==> config.mk <==
export PLATFORM = sky130hd
export DESIGN_NAME = fp_mul_sched
export DESIGN_NICKNAME = d
export VERILOG_FILES = /design/src/rtl/fp_mul_pkg.sv /design/src/rtl/fp_mul_rsp_fifo.sv /design/src/rtl/fp_mul_sched.sv
export SDC_FILE = /design/constraint.sdc
export NUM_CORES = 1
export LEC_CHECK = 0
export BUFFER_PORTS_ARGS = -buffer_cell sky130_fd_sc_hd__buf_2
export CAP_MARGIN = 20
export CELL_PAD_IN_SITES_DETAIL_PLACEMENT = 0
export CELL_PAD_IN_SITES_GLOBAL_PLACEMENT = 1
export CORE_ASPECT_RATIO = 1.1
export CORE_MARGIN = 2
export CORE_UTILIZATION = 41
export DETAILED_ROUTE_END_ITERATION = 8
export HOLD_SLACK_MARGIN = 0.05
export PLACE_DENSITY = 0.83
export SYNTH_ARGS = -nofsm -noshare
export SYNTH_HDL_FRONTEND = slang
export SYNTH_HIERARCHICAL = 1
export SYNTH_SLANG_ARGS = --single-unit
==> constraint.sdc <==
create_clock -name clk -period 6.8 [get_ports clk]
set_input_delay 0.34 -clock clk [delete_from_list [all_inputs] [get_ports clk]]
set_output_delay 0.34 -clock clk [all_outputs]
set_load 0.02 [all_outputs]
==> src/rtl/fp_mul_pkg.sv <==
// Shared types and constants for the FP32 multiplier scheduler and its response FIFO.
package fp_mul_pkg;

   typedef enum logic [2:0] {
      RNE = 3'b000,
      RTZ = 3'b001,
      RDN = 3'b010,
      RUP = 3'b011,
      RMM = 3'b100
   } rmode_e;

   typedef struct packed {
      logic        sign;
      logic [7:0]  exp;
      logic [22:0] frac;
   } fp32_t;

   localparam logic [31:0] FP32_QNAN = 32'h7FC0_0000;

   // Response payload width excluding the requester id: product plus two flags.
   localparam int RSP_PAYLOAD_W = 34;

endpackage

==> src/rtl/fp_mul_rsp_fifo.sv <==
// First-word-fall-through response FIFO with occupancy count; the head entry is
// presented combinationally whenever the FIFO is not empty.
module fp_mul_rsp_fifo
   import fp_mul_pkg::*;
#(
   parameter int WIDTH = 36,
   parameter int DEPTH = 5,
   localparam int CW = $clog2(DEPTH + 1),
   localparam int PW = (DEPTH > 1) ? $clog2(DEPTH) : 1
) (
   input  logic             clk,
   input  logic             rst,
   input  logic             wr_en,
   input  logic [WIDTH-1:0] wr_data,
   input  logic             rd_en,
   output logic [WIDTH-1:0] rd_data,
   output logic [CW-1:0]    count,
   output logic             full,
   output logic             empty
);

   logic [DEPTH-1:0][WIDTH-1:0] mem;
   logic [PW-1:0]               wr_ptr;
   logic [PW-1:0]               rd_ptr;
   logic                        do_wr;
   logic                        do_rd;

   function automatic logic [PW-1:0] ptr_inc(input logic [PW-1:0] p);
      if (p == PW'(DEPTH - 1)) begin
         return '0;
      end else begin
         return p + PW'(1);
      end
   endfunction

   assign full    = (count == CW'(DEPTH));
   assign empty   = (count == CW'(0));
   assign do_wr   = wr_en & ~full;
   assign do_rd   = rd_en & ~empty;
   assign rd_data = mem[rd_ptr];

   // A write into an empty FIFO is only visible on the following cycle (no bypass).
   always_ff @(posedge clk or posedge rst) begin
      if (rst) begin
         mem    <= '0;
         wr_ptr <= '0;
         rd_ptr <= '0;
         count  <= '0;
      end else begin
         if (do_wr) begin
            mem[wr_ptr] <= wr_data;
            wr_ptr      <= ptr_inc(wr_ptr);
         end
         if (do_rd) begin
            rd_ptr <= ptr_inc(rd_ptr);
         end
         case ({do_wr, do_rd})
            2'b10:   count <= count + CW'(1);
            2'b01:   count <= count - CW'(1);
            default: count <= count;
         endcase
      end
   end

endmodule

==> src/rtl/fp_mul_sched.sv <==
// Round-robin scheduler sharing one fixed-latency FP32 multiplier among N_REQ requesters.
// Optional performance counters are enabled by defining FP_MUL_SCHED_PERF_EN.
module fp_mul_sched
   import fp_mul_pkg::*;
#(
   parameter int N_REQ      = 4,
   parameter int MUL_LAT    = 3,
   parameter int FIFO_DEPTH = 5,
   localparam int IDW = $clog2(N_REQ),
   localparam int CW  = $clog2(FIFO_DEPTH + 1)
) (
   input  logic                   clk,
   input  logic                   rst,
   input  logic [N_REQ-1:0]       req_valid,
   output logic [N_REQ-1:0]       req_ready,
   input  logic [N_REQ-1:0][31:0] req_x,
   input  logic [N_REQ-1:0][31:0] req_y,
   input  logic [N_REQ-1:0][2:0]  req_rmode,
   output logic                   mul_valid,
   output logic [31:0]            mul_x,
   output logic [31:0]            mul_y,
   output logic [2:0]             mul_rmode,
   input  logic [31:0]            mul_z,
   input  logic                   mul_ovrf,
   input  logic                   mul_udrf,
   output logic                   rsp_valid,
   input  logic                   rsp_ready,
   output logic [IDW-1:0]         rsp_id,
   output logic [31:0]            rsp_z,
   output logic                   rsp_ovrf,
   output logic                   rsp_udrf
`ifdef FP_MUL_SCHED_PERF_EN
   ,
   output logic [31:0]            perf_issued,
   output logic [31:0]            perf_stall
`endif
);

   localparam int FW = IDW + RSP_PAYLOAD_W;

   logic [IDW:0]                pick;
   logic [IDW-1:0]              winner;
   logic [IDW-1:0]              rr_ptr;
   logic [IDW-1:0]              issue_id;
   logic                        pop;
   logic                        accept;
   logic [CW-1:0]               credits;
   logic [MUL_LAT-1:0]          tag_valid;
   logic [MUL_LAT-1:0][IDW-1:0] tag_id;
   logic [FW-1:0]               fifo_rd;
   logic [CW-1:0]               fifo_count;
   logic                        fifo_full;
   logic                        fifo_empty;
   logic                        unused_fifo_status;

   // Nearest valid requester at or after ptr (wrapping); MSB flags that one was found.
   function automatic logic [IDW:0] rr_pick(input logic [N_REQ-1:0] v, input logic [IDW-1:0] ptr);
      logic [IDW:0]   best;
      logic [IDW-1:0] idx;
      best = '0;
      for (int k = N_REQ - 1; k >= 0; k--) begin
         idx = IDW'((int'(ptr) + k) % N_REQ);
         if (v[idx]) begin
            best = {1'b1, idx};
         end else begin
            best = best;
         end
      end
      return best;
   endfunction

   // A pop in the same cycle frees a slot, so a grant is allowed even at zero credits.
   always_comb begin
      pick      = rr_pick(req_valid, rr_ptr);
      winner    = pick[IDW-1:0];
      pop       = rsp_valid & rsp_ready;
      accept    = pick[IDW] & ((credits != CW'(0)) | pop) & ~rst;
      req_ready = '0;
      if (accept) begin
         req_ready[winner] = 1'b1;
      end else begin
         req_ready = '0;
      end
   end

   always_ff @(posedge clk or posedge rst) begin
      if (rst) begin
         mul_valid <= 1'b0;
         mul_x     <= '0;
         mul_y     <= '0;
         mul_rmode <= RNE;
         issue_id  <= '0;
         rr_ptr    <= '0;
      end else begin
         mul_valid <= accept;
         if (accept) begin
            mul_x     <= req_x[winner];
            mul_y     <= req_y[winner];
            mul_rmode <= req_rmode[winner];
            issue_id  <= winner;
            rr_ptr    <= (winner == IDW'(N_REQ - 1)) ? '0 : winner + IDW'(1);
         end
      end
   end

   // Tag pipe mirrors the multiplier latency so the tail lines up with mul_z.
   always_ff @(posedge clk or posedge rst) begin
      if (rst) begin
         tag_valid <= '0;
         tag_id    <= '0;
      end else begin
         tag_valid[0] <= mul_valid;
         tag_id[0]    <= issue_id;
         for (int k = 1; k < MUL_LAT; k++) begin
            tag_valid[k] <= tag_valid[k-1];
            tag_id[k]    <= tag_id[k-1];
         end
      end
   end

   always_ff @(posedge clk or posedge rst) begin
      if (rst) begin
         credits <= CW'(FIFO_DEPTH);
      end else begin
         case ({accept, pop})
            2'b10:   credits <= credits - CW'(1);
            2'b01:   credits <= credits + CW'(1);
            default: credits <= credits;
         endcase
      end
   end

   fp_mul_rsp_fifo #(
      .WIDTH (FW),
      .DEPTH (FIFO_DEPTH)
   ) u_fifo (
      .clk     (clk),
      .rst     (rst),
      .wr_en   (tag_valid[MUL_LAT-1]),
      .wr_data ({tag_id[MUL_LAT-1], mul_z, mul_ovrf, mul_udrf}),
      .rd_en   (pop),
      .rd_data (fifo_rd),
      .count   (fifo_count),
      .full    (fifo_full),
      .empty   (fifo_empty)
   );

   assign rsp_valid          = ~fifo_empty;
   assign rsp_id             = fifo_rd[FW-1 -: IDW];
   assign rsp_z              = fifo_rd[33:2];
   assign rsp_ovrf           = fifo_rd[1];
   assign rsp_udrf           = fifo_rd[0];
   assign unused_fifo_status = ^{fifo_count, fifo_full};

`ifdef FP_MUL_SCHED_PERF_EN
   // Saturating event counters.
   always_ff @(posedge clk or posedge rst) begin
      if (rst) begin
         perf_issued <= 32'd0;
         perf_stall  <= 32'd0;
      end else begin
         if (accept && (perf_issued != 32'hFFFF_FFFF)) begin
            perf_issued <= perf_issued + 32'd1;
         end
         if ((|req_valid) && (credits == CW'(0)) && (perf_stall != 32'hFFFF_FFFF)) begin
            perf_stall <= perf_stall + 32'd1;
         end
      end
   end
`endif

endmodule

# After elaboration in Yosys (flattened, before gate mapping)
# Index checks and enable logic that the tools add are counted.
# totals
register_bits	273
inputBits	309
wordCells	92
# classes
addsub	10
magnitude_cmp	9
n_eq_ne	8
mux	31
n_bitwise	9
n_reduce_logical	6
# op_table
operator	n
$bwmux W180	1
$bmux W32 S2	2
$bmux W36 S3	1
$demux W36 S3	1
$mux W36	2
$mux W32	2
$mux W3	7
$lt A2 B3 Y1 const B	5
$add A3 B1 Y3 const B	4
$pmux W3 S2	2
$eq A3 B3 Y1 const B	3
$bmux W1 S2	4
$lt A3 B4 Y1 const B	2
$bmux W3 S2	1
$eq A2 B2 Y1 const B	3
$sub A3 B1 Y3 const B	2
$and A1 B1 Y1	5
$mux W1	5
$add A2 B1 Y2 const B	2
$add A2 B2 Y2 const B	2
$eq A2 B1 Y1 const B	2
$mux W4	1
$reduce_bool A2 Y1	2
$ge A3 B1 Y1 const B	1
8 further kinds	11

# Logic depth before layout (Yosys ltp)
# depth
depth_word	12
ltp_mapped	12
ltp_nobuf	10

# Hierarchy
# The synthesis kept the hierarchy.
# by_module_without_submodules
module	instances	cells_each	area_per_inst_um2
fp_mul_rsp_fifo	1	601	8695.8
fp_mul_sched	1	436	4849.7

# Worst setup path after synthesis
# Ideal clock, no wire load.
# synth_path
path_type	register to register
start	reg u_fifo.count[0]
end	reg credits[2]
setup_ns	0.075
arrival_time_ns	2.491
required_ns	6.725
slack_ns	4.234
path_stages_with_launch	13
synth_period_minus_slack_ns	2.566
path_cell_list	dfrtp_1 nor3_1 nor2b_2 nor4_1 or3_1 buf_4 clkbuf_1 ha_1 inv_1 fa_1 xor2_1 nor2_1 xor2_1
# synth_via
elab_chain_len	8
# synth_lines
element	line	rtl
from (decl)	fp_mul_rsp_fifo.sv:17	output logic [CW-1:0] count,
from (signal assigned)	fp_mul_rsp_fifo.sv:58	2'b10: count <= count + CW'(1);
from (signal assigned)	fp_mul_rsp_fifo.sv:59	2'b01: count <= count - CW'(1);
from (signal assigned)	fp_mul_rsp_fifo.sv:60	default: count <= count;
$logic_not A3 Y1 (*)	fp_mul_rsp_fifo.sv:37	assign empty = (count == CW'(0));
named net fifo_empty	fp_mul_sched.sv:53	logic fifo_empty;
$not A1 Y1 (*)	fp_mul_sched.sv:148	assign rsp_valid = ~fifo_empty;
$and A1 B1 Y1 (*)	fp_mul_sched.sv:76	pop = rsp_valid & rsp_ready;
named net pop	fp_mul_sched.sv:45	logic pop;
$or A1 B1 Y1	fp_mul_sched.sv:77	accept = pick[IDW] & ((credits != CW'(0)) | pop) & ~rst;
$and A1 B1 Y1 (2 in series)	fp_mul_sched.sv:77	
$eq A2 B1 Y1 / $eq A2 B2 Y1 (equally long branches)	fp_mul_sched.sv:125	case ({accept, pop})
$pmux W3 S2 / $reduce_bool A2 Y1 (equally long branches)	n/a	
to (signal assigned)	fp_mul_sched.sv:126	2'b10: credits <= credits - CW'(1);
to (signal assigned)	fp_mul_sched.sv:127	2'b01: credits <= credits + CW'(1);
to (signal assigned)	fp_mul_sched.sv:128	default: credits <= credits;
to (decl)	fp_mul_sched.sv:47	logic [CW-1:0] credits;
# Mark *: on every way through the listed nets, which the timed path passes. The rest lies on a longest branch.
# A chain may end at the register's enable or synchronous reset.

# Worst setup path in the final report
# layout_path
start	reg rr_ptr[1]
end	out req_ready[0]
# layout_via
elab_chain_len	12
# layout_lines
element	line	rtl
from (decl)	fp_mul_sched.sv:43	logic [IDW-1:0] rr_ptr;
from (signal assigned)	fp_mul_sched.sv:101	rr_ptr <= (winner == IDW'(N_REQ - 1)) ? '0 : winner + IDW'(1);
$add A2 B2 Y2	fp_mul_sched.sv:62	idx = IDW'((int'(ptr) + k) % N_REQ);
$bmux W1 S2	fp_mul_sched.sv:63	if (v[idx]) begin
$mux W1 (implied by the code)	fp_mul_sched.sv:63	
$mux W3 (3 in series)	fp_mul_sched.sv:63	
$mux W3 (*)	fp_mul_sched.sv:63	
$lt A2 B3 Y1 (implied by the code) / $ge A2 B1 Y1 (equally long branches)	fp_mul_sched.sv:80	req_ready[winner] = 1'b1;
$logic_and A1 B1 Y1 (implied by the code)	fp_mul_sched.sv:80	
$mux W1 (implied by the code)	fp_mul_sched.sv:80	
$demux W1 S2	fp_mul_sched.sv:80	
$mux W4 (*)	fp_mul_sched.sv:79	if (accept) begin
to (decl)	fp_mul_sched.sv:15	output logic [N_REQ-1:0] req_ready,
# Mark *: on every way between the ends. The rest lies on a longest branch, timed or not. The select of a mux whose other input is x is not followed.

==> flow_summary.yaml <==
synthesis:
  yosys.cell_types.count: 49
  synthesis.area_um2: 13550
  yosys.area_share.simple: 0.04877
  netlist_top_cells_area: "dfrtp_1 50%, mux2_2 15%, mux2i_1 13%"
  synth-xor-area-share: 0.003880
  yosysTopAreaCellShare: 0.5006
  synth_cells: 1037
  seq_area_frac_synth: 0.5045
  synth_compound_area_frac: 0.07694
  synth_top_family_by_area: "multiplexers"
  synth-seq-cells: 273
  syn_nets: 1358
  yosysWarnings: 6
  synth_top_area_cell: "dfrtp_1"
  synth_area_per_cell_um2: 13.06
  synth_edf_count: 0
  synth.area.mux_share: 0.3175
  yosys.area_share.adder: 0.01219
  synthFlopType: "dfrtp_1"
  async_reset_ff_frac: 1.000
sta:
  rsz0062_at_grt: "false"
  hold_slack_ns: 0.07759
  hold_viol: 0
  setup_viol_count_final: 0
  clock-skew-final_ns: 0.01225
  slew_viol_final: 0
  period_share: 0.5325
  max_freq_mhz: 276.2
  max_slew_margin: 0.2612
  period_needed_ns: 3.621
  tns_ns: 0
  worstMarginPinSlew_ns: 1.106
power:
  power_density_nw_per_um2: 493.8
  seqPwrFrac: 0.350
  power_switching_share: 0.3768
  p_comb_frac: 0.450
  p_sw_uw: 3160
  p_int_uw: 5227
  p_leak_uw: 0.008264
  total_power_uw: 8387
  pwr-share-clk: 0.200
  vdd_drop_max_mv: 0.3818
global_route:
  track_usage: 0.2262
  antenna_found_initial: 11
  grt_max_degree: 119
  overflow: 0
  grt_pass1_wl_mm: 60.59
  grt_pass1_vias: 10530
routing:
  drcViolationCount: 0
  dr.pass1.iters: 4
  drtAntennaViolNets: 0
  wl_mm: 39.71
  vias: 10050
  wl_per_cell_um: 21.05
  via_per_inst: 5.328
  drtIter0Drc: 486
setup_path:
  cp.arrival_ns: 3.28
  r2r_end: "mul_rmode[0]"
  crit_fanout: 88
  required_ns: 6.46
  critPathKind: "reg -> out"
  rr_startpoint: "u_fifo/count[0]"
  r2r_slack_ns: 3.32
  startpoint_type: "flop"
  reg2reg_depth: 9
  endpoint_kind: "primary output"
  crit_start: "rr_ptr[1]"
final_layout:
  finish.net_count: 1749
  final_cell_mix: "417 x buf_2, 270 x dfrtp_1, 186 x mux2_2, 172 x mux2i_1, 79 x nand2_1"
  final_common_cell: "buf_2"
  syn_to_final_growth_pct: 25.39
  fin_cells: 1886
  drive_gt1_frac: 0.4976
worst_hold_path:
  hold_end: "u_fifo/mem[133]"
  hold_depth: 2
  hold_class: "in -> reg"
  min_from: "mul_z[23]"
placed_design:
  io_buffers: 417
  place_hpwl_mm: 27.62
  dp_cells: 1819
  gp_congestion: 0.8477
cts:
  cts_tree: "built"
  cts_resized: 0
  cts.clk_slew.worst_paths_ns: 0.06
  cts_buffers: 31
  post_cts_buffers: 0
  cts_root_buf: "clkbuf_16"
  clk_latency_ns: 0.55
  postCtsHoldBufs: 1
  htreeDepth: 1
  cts_buffer_depth: 3
  cts_sinks: 273
floorplan:
  die_width_um: 177.3
  dieArea_um2: 34510
  start_util: 0.4173
  die_height_um: 194.6
  row_count: 69
  coreArea_um2: 32460
  pin_count: 418
job:
  maxCapViolations: 0
status:
  status: "complete, no violations"
## layer usage
| metal | wire, um | track usage | share of wire |
|---|---|---|---|
| met1 | 16000 | 0.2834 | 0.40 |
| met2 | 19800 | 0.3861 | 0.50 |
| met3 | 2866 | 0.05516 | 0.072 |
| met4 | 1026 | 0.06557 | 0.026 |
| met5 | 13 | 0 | 0.00033 |
## through the flow
step                        util  instance area (um^2)  setup WS, ns
after global routing      0.5229                 16980         2.958
after global placement    0.4894                 15890         3.331
after floorplan                -                 13550         1.318
after detailed placement  0.4894                 15890         3.239
final                     0.5232                 16990         3.179
after CTS                 0.5217                 16940         3.125
## cells by family after synthesis
logic type,Yosys count
DFF,273
muxes,390
adders and majority gates,12
buffers and inverters,91
and+or+nand+nor,146
AOI/OAI and AO/OA,119
xor gates and xnor gates,6
## power groups by stage
stage	logic, uW	registers, uW	clock network [uW]
2_1_floorplan	2610	3030	0
3_3_place_gp	3730	2910	0
5_1_grt	4070	3040	1790
4_1_cts	3820	2940	1720
3_5_place_dp	3800	2950	0
6_report	3770	2940	1680
## sequential cells by signal, indices dropped and copies added, names as in the netlist
| register | count |
|---|---|
| mul_y | 32 |
| issue_id | 2 |
| credits | 3 |
| u_fifo/wr_ptr | 3 |
| rr_ptr | 2 |
| mul_rmode | 3 |
| u_fifo/rd_ptr | 3 |
| mul_x | 32 |
| u_fifo/count | 3 |
| tag_id | 6 |
| mul_valid | 1 |
| tag_valid | 3 |
| u_fifo/mem | 180 |
## how the worst max path moves through the flow
stage | endpoint
final | req_ready[0]
after floorplan | u_fifo/count[0]
after CTS | req_ready[0]
after global placement | mul_x[11]
after global routing | req_ready[0]
after detailed placement | mul_rmode[0]
## area by class of cell
class | count | area [um^2]
fillers | 2911 | 15480
flip-flops and latches | 273 | 6838
multi-input cells | 673 | 6248
repair buffers | 431 | 2227
clock buffers | 39 | 865.8
well taps | 426 | 533.0
clock inverters | 17 | 171.4
inverters | 18 | 78.83
diodes | 9 | 22.52
## synth_stat cells (2+ instances only)
cell,count
nand3_1,3
fa_1,2
buf_6,14
nand2_1,79
buf_4,2
inv_1,15
dfstp_2,2
mux2i_1,172
ha_1,10
nor4_1,2
mux2_4,30
nor2_1,40
a21oi_1,4
mux2_2,186
nand2b_1,2
nand2_2,2
buf_1,2
nor2b_1,2
dfrtp_1,271
clkbuf_1,29
o221ai_1,66
nand4_1,2
xor2_1,4
a221o_1,35
buf_2,26
and2_1,4
xnor2_1,2
o21ai_0,8
## critical path, cell delays in order, from the launching register on
cell	delay [ns]
dfrtp_1	0.46
a21oi_1	0.16
o21ai_1	0.08
o2bb2a_4	0.81
buf_12	0.51
inv_1	0.17
ha_1	0.21
and2_1	0.13
buf_2	0.15
(Power assumes the default switching activity.)
